File: src/rtl/read_stage_pkg.sv
// Shared field widths and the request record carried through the VRF read-stage arbiters.
package read_stage_pkg;

    localparam int unsigned VS_W      = 5;
    localparam int unsigned GROUP_W   = 4;
    localparam int unsigned SRC_TAG_W = 4;
    localparam int unsigned INST_W    = 3;

    typedef struct packed {
        logic [VS_W-1:0]      vs;
        logic [GROUP_W-1:0]   group_index;
        logic [SRC_TAG_W-1:0] read_source;
        logic [INST_W-1:0]    instruction_index;
    } read_req_t;

endpackage

File: src/rtl/rr_pick.sv
// Combinational round-robin pick: first eligible index after ptr_i, wrapping modulo N.
module rr_pick #(
    parameter int unsigned N     = 4,
    parameter int unsigned SRC_W = 2
) (
    input  logic [N-1:0]     eligible_i,
    input  logic [SRC_W-1:0] ptr_i,
    output logic [SRC_W-1:0] winner_o,
    output logic             any_o
);

    logic [SRC_W-1:0] idx;
    logic             found;

    always_comb begin
        idx      = '0;
        found    = 1'b0;
        winner_o = '0;
        // Scan ptr+1 .. ptr+N so the last granted requester has lowest priority.
        for (int unsigned k = 1; k <= N; k++) begin
            idx = SRC_W'((32'(ptr_i) + k) % N);
            if (!found && eligible_i[idx]) begin
                winner_o = idx;
                found    = 1'b1;
            end
        end
    end

    assign any_o = found;

endmodule

File: src/rtl/read_stage_rr_scheduler.sv
// Round-robin arbiter sharing one VRF read-stage slot; the winner is held in a one-entry
// output register with ready/valid handshake and instruction-kill support.
module read_stage_rr_scheduler
    import read_stage_pkg::*;
#(
    parameter int unsigned N     = 4,
    parameter int unsigned SRC_W = 2
) (
    input  logic                   clock,
    input  logic                   reset,
    input  logic [N-1:0]           io_in_valid,
    output logic [N-1:0]           io_in_ready,
    input  logic [VS_W*N-1:0]      io_in_bits_vs,
    input  logic [GROUP_W*N-1:0]   io_in_bits_groupIndex,
    input  logic [SRC_TAG_W*N-1:0] io_in_bits_readSource,
    input  logic [INST_W*N-1:0]    io_in_bits_instructionIndex,
    input  logic                   io_kill_valid,
    input  logic [INST_W-1:0]      io_kill_instructionIndex,
    input  logic                   io_out_ready,
    output logic                   io_out_valid,
    output logic [VS_W-1:0]        io_out_bits_vs,
    output logic [GROUP_W-1:0]     io_out_bits_groupIndex,
    output logic [SRC_TAG_W-1:0]   io_out_bits_readSource,
    output logic [INST_W-1:0]      io_out_bits_instructionIndex,
    output logic [SRC_W-1:0]       io_out_bits_source
);

    read_req_t        req [N];
    logic [N-1:0]     eligible;
    logic [SRC_W-1:0] winner;
    logic             any_eligible;
    logic             can_load;
    logic             load;
    logic             kill_held;

    logic             out_valid_q, out_valid_d;
    read_req_t        out_req_q, out_req_d;
    logic [SRC_W-1:0] out_src_q, out_src_d;
    logic [SRC_W-1:0] ptr_q, ptr_d;

    for (genvar i = 0; i < N; i++) begin : g_unpack
        assign req[i].vs                = io_in_bits_vs[i*VS_W +: VS_W];
        assign req[i].group_index       = io_in_bits_groupIndex[i*GROUP_W +: GROUP_W];
        assign req[i].read_source       = io_in_bits_readSource[i*SRC_TAG_W +: SRC_TAG_W];
        assign req[i].instruction_index = io_in_bits_instructionIndex[i*INST_W +: INST_W];
        // A killed instruction's request can never be loaded, even in the kill cycle.
        assign eligible[i] = io_in_valid[i] &&
            !(io_kill_valid && (req[i].instruction_index == io_kill_instructionIndex));
    end

    rr_pick #(
        .N     (N),
        .SRC_W (SRC_W)
    ) u_rr_pick (
        .eligible_i (eligible),
        .ptr_i      (ptr_q),
        .winner_o   (winner),
        .any_o      (any_eligible)
    );

    assign can_load  = !out_valid_q || io_out_ready;
    assign load      = can_load && any_eligible;
    // A kill never revokes a handshake completing in the same cycle.
    assign kill_held = io_kill_valid && out_valid_q && !io_out_ready &&
                       (out_req_q.instruction_index == io_kill_instructionIndex);

    always_comb begin
        io_in_ready = '0;
        if (load) begin
            io_in_ready[winner] = 1'b1;
        end
    end

    always_comb begin
        out_valid_d = out_valid_q;
        out_req_d   = out_req_q;
        out_src_d   = out_src_q;
        ptr_d       = ptr_q;
        if (load) begin
            out_valid_d = 1'b1;
            out_req_d   = req[winner];
            out_src_d   = winner;
            ptr_d       = winner;
        end else if (out_valid_q && io_out_ready) begin
            out_valid_d = 1'b0;
        end else if (kill_held) begin
            out_valid_d = 1'b0;
        end
    end

    always_ff @(posedge clock) begin
        if (reset) begin
            out_valid_q <= 1'b0;
            out_req_q   <= '0;
            out_src_q   <= '0;
            ptr_q       <= SRC_W'(N - 1);
        end else begin
            out_valid_q <= out_valid_d;
            out_req_q   <= out_req_d;
            out_src_q   <= out_src_d;
            ptr_q       <= ptr_d;
        end
    end

    assign io_out_valid                 = out_valid_q;
    assign io_out_bits_vs               = out_req_q.vs;
    assign io_out_bits_groupIndex       = out_req_q.group_index;
    assign io_out_bits_readSource       = out_req_q.read_source;
    assign io_out_bits_instructionIndex = out_req_q.instruction_index;
    assign io_out_bits_source           = out_src_q;

endmodule

File: config.mk
export PLATFORM = sky130hd
export DESIGN_NAME = read_stage_rr_scheduler
export DESIGN_NICKNAME = d
export VERILOG_FILES = /design/src/rtl/read_stage_pkg.sv /design/src/rtl/rr_pick.sv /design/src/rtl/read_stage_rr_scheduler.sv
export SDC_FILE = /design/constraint.sdc
export NUM_CORES = 1
export LEC_CHECK = 0
export ABC_AREA = 1
export CORE_MARGIN = 10
export CORE_UTILIZATION = 40
export CTS_BUF_LIST = sky130_fd_sc_hd__clkbuf_8
export DETAILED_ROUTE_END_ITERATION = 12
export PLACE_DENSITY_LB_ADDON = 0.2
export SLEW_MARGIN = 20
export SYNTH_ARGS = -nofsm -noshare
export SYNTH_HDL_FRONTEND = slang
export SYNTH_HIERARCHICAL = 1
export SYNTH_SLANG_ARGS = --single-unit
File: constraint.sdc
create_clock -name clock -period 7.8 [get_ports clock]
set_input_delay 1.56 -clock clock [delete_from_list [all_inputs] [get_ports clock]]
set_output_delay 1.56 -clock clock [all_outputs]
set_load 0.005 [all_outputs]
# Word-level counts from Yosys, hierarchy flattened
# Cells that the tools add are included.
dict set report word_totals {
  input_bits 75
  elab_cells 77
  ff_bits 21
  output_inout_bits 23
}
dict set report op_classes {
  bitwise 1
  magnitude_cmp 7
  eq_ne 5
  n_addsub 4
  mux 25
  reduce_logical 28
}
# cell n
set ops {}
lappend ops {{$bmux W16 S2} 1}
lappend ops {{$mux W16} 2}
lappend ops {{$logic_and A1 B1 Y1} 17}
lappend ops {{$eq A3 B3 Y1} 5}
lappend ops {{$lt A2 B3 Y1 const B} 5}
lappend ops {{$mux W1} 12}
lappend ops {{$logic_not A1 Y1} 9}
lappend ops {{$bmux W1 S2} 4}
lappend ops {{$mux W2} 4}
lappend ops {{$add A2 B1 Y2 const B} 2}
lappend ops {{$add A2 B2 Y2 const B} 2}
lappend ops {{$mux W4} 1}
lappend ops {{$ge A3 B3 Y1 const B} 1}
lappend ops {{$not A2 Y3} 1}
lappend ops {{$reduce_bool A3 Y1} 1}
lappend ops {{$demux W1 S2} 1}
lappend ops {{$ge A2 B1 Y1 const B} 1}
lappend ops {{$logic_or A1 B1 Y1} 1}

# Depth between registers and ports, before layout
# Gate-level depths: netlist (run 1).
dict set report logic_depth {
  word_depth 21
  ltp_mapped 20
  depth_no_buf 18
}

# Modules after synthesis
# The synthesis (run 1) kept the hierarchy.
# module seq_area_each_um2 n_inst area_each_um2 cells_each
set by_module_without_submodules {}
lappend by_module_without_submodules {read_stage_rr_scheduler 420.4 1 1606.5 273}
lappend by_module_without_submodules {rr_pick 0.0 1 271.5 52}

# Worst setup path after synthesis (run 1)
# OpenSTA, ideal clock, no wires.
dict set report synth_timing {
  path_type {in2out}
  from {input io_kill_instructionIndex[0]}
  to {output io_in_ready[2]}
  required_ps 6240
  path_slack_ps 3059
  stages 17
  n_path_buf 3
  arrival_ps 3181
  cell_sequence {buf_2 inv_1 nand2_1 o211ai_1 nor3_1 nor2_1 nand2_2 nand2_1 nand2_1 nand2_4 nor2_8 nand4_1 nand3_1 buf_2 buf_2 nand2_1 nor2_1}
}
dict set report synth_between {
  elab_chain_len 21
  word_cells_on_any_way 45
  cone_classes {order compare: 2; eq/ne: 4; mux: 19; reduce/logical: 20}
}
# element line_no
set synth_lines {}
lappend synth_lines {{start: declaration} read_stage_rr_scheduler.sv:18} ;# input logic [INST_W-1:0] io_kill_instructionIndex,
lappend synth_lines {{$eq A3 B3 Y1 (*)} read_stage_rr_scheduler.sv:48} ;# !(io_kill_valid && (req[i].instruction_index == io_kill_instructionIndex));
lappend synth_lines {{$logic_and A1 B1 Y1 (*)} read_stage_rr_scheduler.sv:48}
lappend synth_lines {{$logic_not A1 Y1 (*)} read_stage_rr_scheduler.sv:48}
lappend synth_lines {{$logic_and A1 B1 Y1 (*)} read_stage_rr_scheduler.sv:47} ;# assign eligible[i] = io_in_valid[i] &&
lappend synth_lines {{named net eligible[3]} read_stage_rr_scheduler.sv:29} ;# logic [N-1:0] eligible;
lappend synth_lines {{$bmux W1 S2} rr_pick.sv:22} ;# if (!found && eligible_i[idx]) begin
lappend synth_lines {{$mux W1 (not written as such)} rr_pick.sv:22}
lappend synth_lines {{$mux W1} rr_pick.sv:22}
lappend synth_lines {{(+7 left out)} --}
lappend synth_lines {{$logic_and A1 B1 Y1} rr_pick.sv:22}
lappend synth_lines {{$mux W2 (*)} rr_pick.sv:22}
lappend synth_lines {{named net winner[1]} read_stage_rr_scheduler.sv:30} ;# logic [SRC_W-1:0] winner;
lappend synth_lines {{$lt A2 B3 Y1 (not written as such) / $ge A2 B1 Y1 (equally long branches)} read_stage_rr_scheduler.sv:70} ;# io_in_ready[winner] = 1'b1;
lappend synth_lines {{$logic_and A1 B1 Y1 (not written as such)} read_stage_rr_scheduler.sv:70}
lappend synth_lines {{$mux W1 (not written as such)} read_stage_rr_scheduler.sv:70}
lappend synth_lines {{$demux W1 S2 (*)} read_stage_rr_scheduler.sv:70}
lappend synth_lines {{$mux W4 (*)} read_stage_rr_scheduler.sv:69} ;# if (load) begin
lappend synth_lines {{end: declaration} read_stage_rr_scheduler.sv:12} ;# output logic [N-1:0] io_in_ready,
# Mark *: on every way through the listed nets, which the timed path passes. The rest lies on a longest branch. The select of a mux whose other input is x is not followed.

# Worst setup path in the final report (run 1)
dict set report layout_timing {
  from {input io_kill_instructionIndex[1]}
  to {output io_in_ready[1]}
}
dict set report layout_between {
  word_cells_on_any_way 45
  cone_classes {order compare: 2; eq/ne: 4; mux: 19; reduce/logical: 20}
}
# element line_no
set layout_rtl {}
lappend layout_rtl {{$eq A3 B3 Y1 (*)} read_stage_rr_scheduler.sv:48}
lappend layout_rtl {{$logic_and A1 B1 Y1 (*)} read_stage_rr_scheduler.sv:48}
lappend layout_rtl {{$logic_not A1 Y1 (*)} read_stage_rr_scheduler.sv:48}
lappend layout_rtl {{$logic_and A1 B1 Y1 (*)} read_stage_rr_scheduler.sv:47}
lappend layout_rtl {{named net eligible[3]} read_stage_rr_scheduler.sv:29}
lappend layout_rtl {{$bmux W1 S2} rr_pick.sv:22}
lappend layout_rtl {{$mux W1 (not written as such)} rr_pick.sv:22}
lappend layout_rtl {{$mux W1} rr_pick.sv:22}
lappend layout_rtl {{(+4 left out)} --}
lappend layout_rtl {{$logic_and A1 B1 Y1} rr_pick.sv:22}
lappend layout_rtl {{$mux W1} rr_pick.sv:22}
lappend layout_rtl {{$logic_not A1 Y1} rr_pick.sv:22}
lappend layout_rtl {{$logic_and A1 B1 Y1} rr_pick.sv:22}
lappend layout_rtl {{$mux W1 (*)} rr_pick.sv:22}
lappend layout_rtl {{named net any_eligible} read_stage_rr_scheduler.sv:31} ;# logic any_eligible;
lappend layout_rtl {{$logic_and A1 B1 Y1 (*)} read_stage_rr_scheduler.sv:62} ;# assign load = can_load && any_eligible;
lappend layout_rtl {{$mux W4 (*)} read_stage_rr_scheduler.sv:69}
# Marks and branches as above.

==> impl_metrics.csv, run 1 <==
group,metric,value,unit
cts,clkLatencyLatePin,0.26,ns
cts,postCtsHoldBufs,0,
pwr,power_density,414.3,mW/mm²
final_layout,nFillCells,413,
final_layout,synthToLayoutAreaGrowth,52.63,%
critical_path,r2r_cells,14,
yosys,ys_seq_area_share,22.39,%
timing,rsz0062_at_grt,"no",
yosys,ys.warnings.count,6,
global_route,grt_use_total,16.42,%
route,drt_iter0_markers,84,
timing,finalCritPeriodShare,80.45,%
timing,worst_clock_skew,0.003822,ns
pwr,fin_total_pwr,1187,µW
critical_path,crit_family,"buffers and inverters",
yosys,postSynthCellCount,325,
global_route,antenna_found_initial,0,
critical_path,cp.buffers_inverters,4,
cts,cts_buffers,3,
cts,root_buffer,"clkbuf_8",
timing,finalHoldViolCount,0,
yosys,ys.flop_type,"dfxtp_1",
timing,max_freq,159.4,MHz
route,drtAntennaViolNets,0,
critical_path,required,6.24,ns
final_layout,fin_nets,487,
yosys,synthArstFlopShare,0,%
yosys,synth_enable_flop_cells,0,
critical_path,rrSetupSlack,4.99,ns
route,dr.pass1.iters,4,
critical_path,critPathKind,"in2out",
timing,period_needed,6.275,ns
route,wl,6354,µm
route,via_count,2278,
final_layout,n_antenna_cell,0,
placement,gp_congestion,0.8640,
timing,slew_headroom,47.52,%
pwr,p_leak,0.001355,µW
cts,h-tree-depth,1,
critical_path,cp.arrival,4.72,ns
final_layout,final_cells,463,
global_route,grt_max_degree,42,
placement,port_buffers,97,
critical_path,worst_path_largest_cell_delay,0.56,ns
critical_path,path_cells,"clkdlybuf4s50_1 > inv_1 > o21ai_0 > nor3_1 > nor2_1 > nand2_2 > nand2_1 > nand2_1 > nand2_4 > nor2_8 > nand4_1 > o21ai_4 > inv_2 > nand2_1 > nor2_1 > clkdlybuf4s50_1",
placement,place_area,0.002820,mm²
floorplan,start_util,42.26,%
critical_path,start_kind,"input pin",
min_path,hp-class,"reg2reg",
cts,cts_sinks,21,
pwr,ir_drop,0.0002005,V
critical_path,crit_slowest_cell,"clkdlybuf4s50_1",
timing,tns,0,ns
cts,clockBufferDepth,2,
timing,final_max_slew_viol_count,0,
critical_path,crit_fanout,32,
timing,setup_viol,0,
min_path,min_from,"io_out_bits_source[1]",
yosys,syn_avg_cell_area,5.779,µm²
placement,dp_cells,459,
status,status,"complete, no violations",
yosys,netlist_area,0.001878,mm²
min_path,hold_end,"io_out_bits_source[1]",
route,avgViaCountPerCell,4.920,
placement,hpwl,5050,µm
yosys,synth.net_count,400,
floorplan,die_height,88.52,µm
floorplan,die_w,88.52,µm
cts,postCtsSetupBuffers,0,
floorplan,row_count,24,
global_route,grt_overflow,0,
min_path,min_path_cells,2,
global_route,grt_pass1_wl,10340,µm
route,wl_per_cell,13.72,µm
final_layout,register_area,420.4,µm²
timing,tightest_slew,0.7848,ns
route,drc,0,
cts,cts_tree,"built",
yosys,synth-seq-cells,21,
floorplan,pin_count,98,
yosys,synth.distinct_cells,26,
final_layout,drive_above_1_share,5.839,%
final_layout,multi_input_area,0.001191,mm²
critical_path,reg2reg_from,"ptr_q[0]",
global_route,grt_pass1_vias,2267,
final_layout,final_area,0.002867,mm²
critical_path,end_kind,"output port",
cts,clk_pin_slew,0.08,ns
critical_path,reg2reg_to,"io_out_bits_readSource[1]",
floorplan,coreArea,0.004444,mm²
floorplan,die_area,0.007836,mm²
critical_path,path_common_cell,"nand2_1",
run,maxCapViolCount,0,
cts,cts_resized,0,
## power by group
group	internal (µW)	leakage, µW	switching, µW
clock network	35.7	0.0000255	38.5
registers	154	0.000175	33.9
logic	382	0.00115	543
total	572	0.00135	616
## per-stage QoR
stage	utilization, %	setup slack (ns)	hold WS (ns)
final	64.50	1.525	0.4661
after floorplan	-	3.059	0.4609
after global routing	64.50	1.159	0.5057
after CTS	64.50	1.518	0.4688
after global placement	63.46	1.572	0.4703
after detailed placement	63.46	1.537	0.4564
## cells in the final DEF (no fill, tap or decap), types with 4 or more instances in the layout
cell / netlist / routed
clkdlybuf4s50_1: 0 / 97
nor2_1: 83 / 83
nand2_1: 65 / 65
inv_1: 39 / 39
o21ai_0: 26 / 26
dfxtp_1: 21 / 21
nand3_1: 15 / 15
a21oi_1: 10 / 10
o211ai_1: 9 / 9
o211ai_2: 7 / 7
o21ai_1: 6 / 6
nand4_1: 5 / 5
nor3_1: 4 / 4
## registers in the layout, indices dropped and copies added (netlist names)
| register | count |
|---|---|
| io_out_bits_vs | 5 |
| io_out_bits_groupIndex | 4 |
| io_out_bits_readSource | 4 |
| io_out_bits_instructionIndex | 3 |
| io_out_bits_source | 2 |
| ptr_q | 2 |
| io_out_valid | 1 |
## metal layers
layer | up-vias | track usage, % | wire length, µm
met3 | 5 | 7.629 | 828
li1 | 1200 | - | -
met2 | 90 | 28.87 | 2885
met4 | 0 | 4.258 | 53
met5 | - | 0 | 0
met1 | 983 | 17.36 | 2587
## Yosys cell counts, types with 2 or more instances
cell / instances / area share (%)
buf_6: 3 / 1.8
nand2_4: 3 / 1.8
inv_1: 39 / 7.8
buf_2: 11 / 2.9
nand3_1: 15 / 4.0
inv_2: 3 / 0.60
o211ai_2: 7 / 4.7
o211ai_1: 9 / 3.6
nand2_2: 3 / 1.0
o21ai_0: 26 / 6.9
nand4_1: 5 / 1.7
xor2_1: 3 / 1.4
nor2_1: 83 / 17
o21ai_1: 6 / 1.6
a21oi_1: 10 / 2.7
nand2_1: 65 / 13
nor3_1: 4 / 1.1
dfxtp_1: 21 / 22
buf_4: 2 / 0.80
## how the worst max path moves through the flow
stage,start,endpoint,slack [ns],depth (start not counted)
global route,io_kill_instructionIndex[1],io_in_ready[1],1.16,16
CTS,io_kill_instructionIndex[1],io_in_ready[1],1.52,16
detailed placement,io_kill_instructionIndex[1],io_in_ready[1],1.54,16
finish,io_kill_instructionIndex[1],io_in_ready[1],1.52,16
global placement,io_kill_instructionIndex[0],io_in_ready[1],1.57,15
floorplan,io_kill_instructionIndex[0],io_in_ready[2],3.06,17
## kinds of logic after synthesis
kind of cell	share of synthesized area, %
xor gates and xnor gates	1.866
and+or+nand+nor	40.17
buffers and inverters	14.19
DFF	22.38
AOI/OAI and AO/OA	21.39
## area by class of cell
class,instances,share of cell area (%)
Clock buffer,3,1.440
Sequential cell,21,14.67
Clock inverter,1,0.1746
Tap cell,52,2.270
Multi-Input combinational cell,245,41.55
Inverter,42,5.500
Timing Repair Buffer,99,34.40
## worst register-to-register path, cell delays in order (launching register included)
cell	delay, ns
dfxtp_1	0.57
inv_1	0.23
nand2_1	0.13
nand2_1	0.09
nand2_1	0.13
nand2_4	0.08
nor2_8	0.13
nand4_1	0.10
nand3_1	0.54
buf_4	0.34
nor2_1	0.07
o21ai_0	0.08
o211ai_1	0.11
nand2_1	0.10
inv_1	0.04
(Power assumes the default switching activity.)
==> run 2, diff against run 1 <==
- clock period: 7.8 -> 6.57 ns (I/O delays scaled with it)
==> run 2 against run 1 <==
Compared with the run above:
- worst setup slack got worse by 0.72 ns
- register-to-register slack got worse by 1.3 ns
- clock power rose by 17%
==> impl_metrics.csv, run 2 (synthesis gave the netlist of run 1 again) <==
group,metric,value,unit
final_layout,fin_util,64.67,%
global_route,grt-busiest-layer,"met2",
timing,setup_viol,0,
cts,h-tree-depth,1,
global_route,grt_use_total,16.83,%
critical_path,critPathKind,"in2out",
global_route,grt_overflow,0,
global_route,met1_usage,17.88,%
critical_path,path_common_cell,"nand2_1",
floorplan,start_util,42.26,%
critical_path,crit_family,"buffers and inverters",
critical_path,cp.arrival,4.45,ns
placement,port_buffers,97,
placement,gp_congestion,0.8661,
critical_path,path_cells,"clkdlybuf4s50_1 > inv_1 > o21ai_0 > nor3_1 > nor2_1 > nand2_2 > nand2_1 > nand2_1 > nand2_4 > nor2_8 > nand4_1 > o21ai_4 > inv_2 > nand2_1 > nor2_1 > clkdlybuf4s50_1",
critical_path,cp.buffers_inverters,4,
pwr,p_leak,0.001360,µW
min_path,hp-class,"reg2reg",
status,status,"complete, no violations",
cts,clk_pin_slew,0.07,ns
cts,root_buffer,"clkbuf_8",
global_route,grt_pass1_wl,10650,µm
critical_path,crit_fanout,32,
critical_path,crit_slowest_cell,"clkdlybuf4s50_1",
placement,hpwl,5145,µm
final_layout,fin_nets,488,
cts,clkLatencyLatePin,0.27,ns
floorplan,coreArea,0.004444,mm²
cts,postCtsSetupBuffers,0,
global_route,grt_pass1_vias,2300,
pwr,power_density,493.7,mW/mm²
final_layout,n_antenna_cell,0,
cts,cts_buffers,3,
final_layout,drive_above_1_share,6.068,%
timing,slew_headroom,47.72,%
timing,tightest_slew,0.7818,ns
cts,cts_tree,"built",
floorplan,row_count,24,
cts,clockBufferDepth,2,
timing,finalCritPeriodShare,87.79,%
timing,final_max_slew_viol_count,0,
route,wl,6428,µm
cts,cts_resized,0,
timing,rsz0062_at_grt,"no",
cts,postCtsHoldBufs,0,
final_layout,final_common_cell,"clkdlybuf4s50_1",
route,wl_per_cell,13.85,µm
final_layout,largest_reg_flops,5,
global_route,gr-usage-met3,7.904,%
route,avgViaCountPerCell,4.933,
global_route,antenna_found_initial,0,
timing,finalHoldViolCount,0,
timing,period_needed,5.768,ns
pwr,ir_drop,0.0002415,V
critical_path,start_kind,"input pin",
route,drc,0,
cts,cts_sinks,21,
floorplan,pin_count,98,
timing,max_freq,173.4,MHz
route,drtAntennaViolNets,0,
final_layout,synthToLayoutAreaGrowth,53.03,%
run,maxCapViolCount,0,
final_layout,final_cell_mix,"clkdlybuf4s50_1 (97), nor2_1 (83), nand2_1 (65), inv_1 (39), o21ai_0 (26)",
route,via_count,2289,
global_route,gr-usage-met2,29.20,%
route,dr.pass1.iters,4,
critical_path,worst_path_largest_cell_delay,0.57,ns
timing,worst_clock_skew,0.002904,ns
final_layout,final_cells,464,
critical_path,required,5.26,ns
placement,dp_cells,460,
route,drt_iter0_markers,78,
timing,fin_hold_ws,0.4757,ns
floorplan,die_height,88.52,µm
global_route,grt_max_degree,39,
floorplan,die_area,0.007836,mm²
timing,tns,0,ns
critical_path,end_kind,"output port",
floorplan,die_w,88.52,µm
## run 2: tightest hold or removal path, cell delays in order, from the launching register on
cell and delay [ns]:
dfxtp_1 0.32, nand2_1 0.06, a21oi_1 0.06
## run 2: worst paths after layout
kind,startpoint,to,slack [ns],cells past startpoint
max,io_kill_instructionIndex[1],io_in_ready[3],0.80,16
max reg2reg,ptr_q[0],io_out_bits_vs[4],3.68,14
min,io_out_bits_source[0],io_out_bits_source[0],0.48,2
min reg2reg,io_out_bits_source[0],io_out_bits_source[0],0.48,2
## run 2: final cells by class
class                   instances  area [µm²]
fillers                       429        1570
multi-input cells             245        1191
repair buffers                100       993.5
flip-flops and latches         21       420.4
inverters                      42       157.7
well taps                      52       65.06
clock buffers                   3       41.29
clock inverters                 1       5.005
## run 2: through the flow
step	total power, µW	cell area, µm²	setup slack (ns)
after global routing	1587	2874	0.4457
after floorplan	1037	1878	2.321
after global placement	1323	2828	0.9169
after detailed placement	1342	2828	0.8180
final	1419	2874	0.8024
after CTS	1435	2874	0.8051
## run 2: report_power, final
part	total [µW]	internal [µW]	switching [µW]
Clock	86.5	42.4	44.1
Sequential	222	183	39.3
Combinational	1110	462	648
## run 2: metal layers
layer / up-vias / routed length, µm
met5: - / 0
met4: 0 / 82
met3: 7 / 690
met2: 75 / 2976
met1: 1003 / 2679
li1: 1204 / -
==> run 3, diff against run 2 <==
- CORE_UTILIZATION: 40 -> 39
==> run 3 against run 2 <==
Compared with the run above:
- first-iteration DRC count up 51%
- clock skew up 0.0015 ns
- combinational power about the same
- routed wire length down 1.8%
- critical path type unchanged
==> impl_metrics.csv, run 3 (synthesis gave the netlist of run 1 again) <==
group,metric,value,unit
placement,gp_congestion,0.8790,
timing,tightest_slew,0.7754,ns
min_path,min_from,"io_out_bits_source[0]",
placement,port_buffers,97,
global_route,grt_max_degree,39,
cts,postCtsSetupBuffers,0,
route,wl,6315,µm
route,drc,0,
timing,worst_clock_skew,0.004377,ns
critical_path,critPathKind,"in2out",
route,drt_iter0_markers,118,
timing,slew_headroom,48.15,%
final_layout,nFillCells,458,
global_route,grt_pass1_vias,2223,
floorplan,start_util,40.03,%
critical_path,end_kind,"output port",
run,maxCapViolCount,0,
final_layout,drive_above_1_share,5.839,%
floorplan,coreArea,0.004692,mm²
placement,place_ws,0.7684,ns
critical_path,reg2reg_to,"io_out_bits_groupIndex[3]",
pwr,power_density,488.7,mW/mm²
cts,clkLatencyLatePin,0.26,ns
floorplan,die_height,89.40,µm
final_layout,largest_reg_flops,5,
min_path,min_path_cells,2,
status,status,"complete, no violations",
cts,root_buffer,"clkbuf_8",
critical_path,start_kind,"input pin",
route,via_count,2254,
timing,tns,0,ns
critical_path,required,5.26,ns
cts,clk_pin_slew,0.08,ns
floorplan,die_w,89.40,µm
route,dr.pass1.iters,4,
critical_path,crit_fanout,32,
timing,max_freq,173.2,MHz
timing,finalCritPeriodShare,87.88,%
critical_path,cp.arrival,4.46,ns
cts,postCtsHoldBufs,0,
cts,cts_buffers,3,
global_route,grt_use_total,16.13,%
critical_path,r2r_cells,14,
timing,finalHoldViolCount,0,
cts,cts_sinks,21,
cts,cts_resized,0,
cts,h-tree-depth,1,
pwr,p_leak,0.001355,µW
timing,fin_hold_ws,0.4751,ns
timing,rsz0062_at_grt,"no",
critical_path,reg2reg_from,"ptr_q[0]",
min_path,hold_end,"io_out_bits_source[0]",
timing,finalWorstSetupSlack,0.7962,ns
route,drtAntennaViolNets,0,
final_layout,fin_nets,487,
pwr,ir_drop,0.0002374,V
global_route,grt_pass1_wl,10350,µm
floorplan,row_count,25,
placement,hpwl,5024,µm
route,wl_per_cell,13.58,µm
final_layout,synthToLayoutAreaGrowth,52.76,%
floorplan,die_area,0.007991,mm²
floorplan,pin_count,98,
final_layout,final_common_cell,"clkdlybuf4s50_1",
min_path,hp-class,"reg2reg",
cts,cts_tree,"built",
route,avgViaCountPerCell,4.847,
timing,period_needed,5.774,ns
final_layout,n_antenna_cell,0,
timing,setup_viol,0,
final_layout,final_cell_mix,"clkdlybuf4s50_1 (97), nor2_1 (83), nand2_1 (65), inv_1 (39), o21ai_0 (26)",
global_route,antenna_found_initial,0,
cts,clockBufferDepth,2,
timing,final_max_slew_viol_count,0,
critical_path,rrSetupSlack,3.76,ns
global_route,grt_overflow,0,
[run 3: area by class of cell]
type                    count  area, µm²  area share, %
well taps                  54      67.56          2.355
inverters                  42      157.7          5.495
flip-flops and latches     21      420.4          14.65
clock buffers               3      41.29          1.439
clock inverters             1      5.005         0.1744
multi-input cells         245       1191          41.52
repair buffers             99      985.9          34.37
[run 3: per-stage QoR]
step	util (%)	cell area [µm²]	power, µW	cells
finish	61.15	2869	1402	465
detailed placement	60.16	2823	1328	461
CTS	61.15	2869	1417	465
floorplan	-	1878	1037	325
global route	61.15	2869	1577	465
global placement	60.16	2823	1317	461
[run 3: worst max-delay path by stage]
| stage | startpoint | endpoint | slack [ns] | cells past startpoint |
|---|---|---|---|---|
| finish | io_kill_instructionIndex[0] | io_in_ready[1] | 0.80 | 15 |
| global route | io_kill_instructionIndex[0] | io_in_ready[2] | 0.45 | 16 |
| CTS | io_kill_instructionIndex[0] | io_in_ready[1] | 0.77 | 15 |
| detailed placement | io_kill_instructionIndex[0] | io_in_ready[1] | 0.77 | 15 |
| global placement | io_kill_instructionIndex[1] | io_in_ready[1] | 0.81 | 16 |
| floorplan | io_kill_instructionIndex[0] | io_in_ready[2] | 2.32 | 17 |
[run 3: worst max-delay path, stage by stage]
cell and delay (ns):
clkdlybuf4s50_1 0.65, xor2_1 0.17, nor2_1 0.05, a31oi_1 0.20, nand2_1 0.10, nand2_1 0.12, nand2_1 0.11, nand2_4 0.10
nor2_8 0.05, nand4_1 0.11, o21ai_4 0.12, inv_2 0.47, nand2_1 0.22, nor2_1 0.13, clkdlybuf4s50_1 0.52
[run 3: report_power, final]
part	leakage, µW	switching, µW	internal (µW)
logic	0.00115	640	454
clock network	0.0000255	44.1	42.3
registers	0.000175	39.1	183
total	0.00135	723	679
[run 3: routing by layer]
metal / share of wire [%] / track usage (%) / wire length, µm / vias up
li1: - / - / - / 1203
met1: 44 / 18.48 / 2792 / 969
met2: 43 / 26.14 / 2711 / 76
met3: 12 / 8.295 / 751 / 6
met4: 0.95 / 3.468 / 60 / 0
met5: 0 / 0 / 0 / -
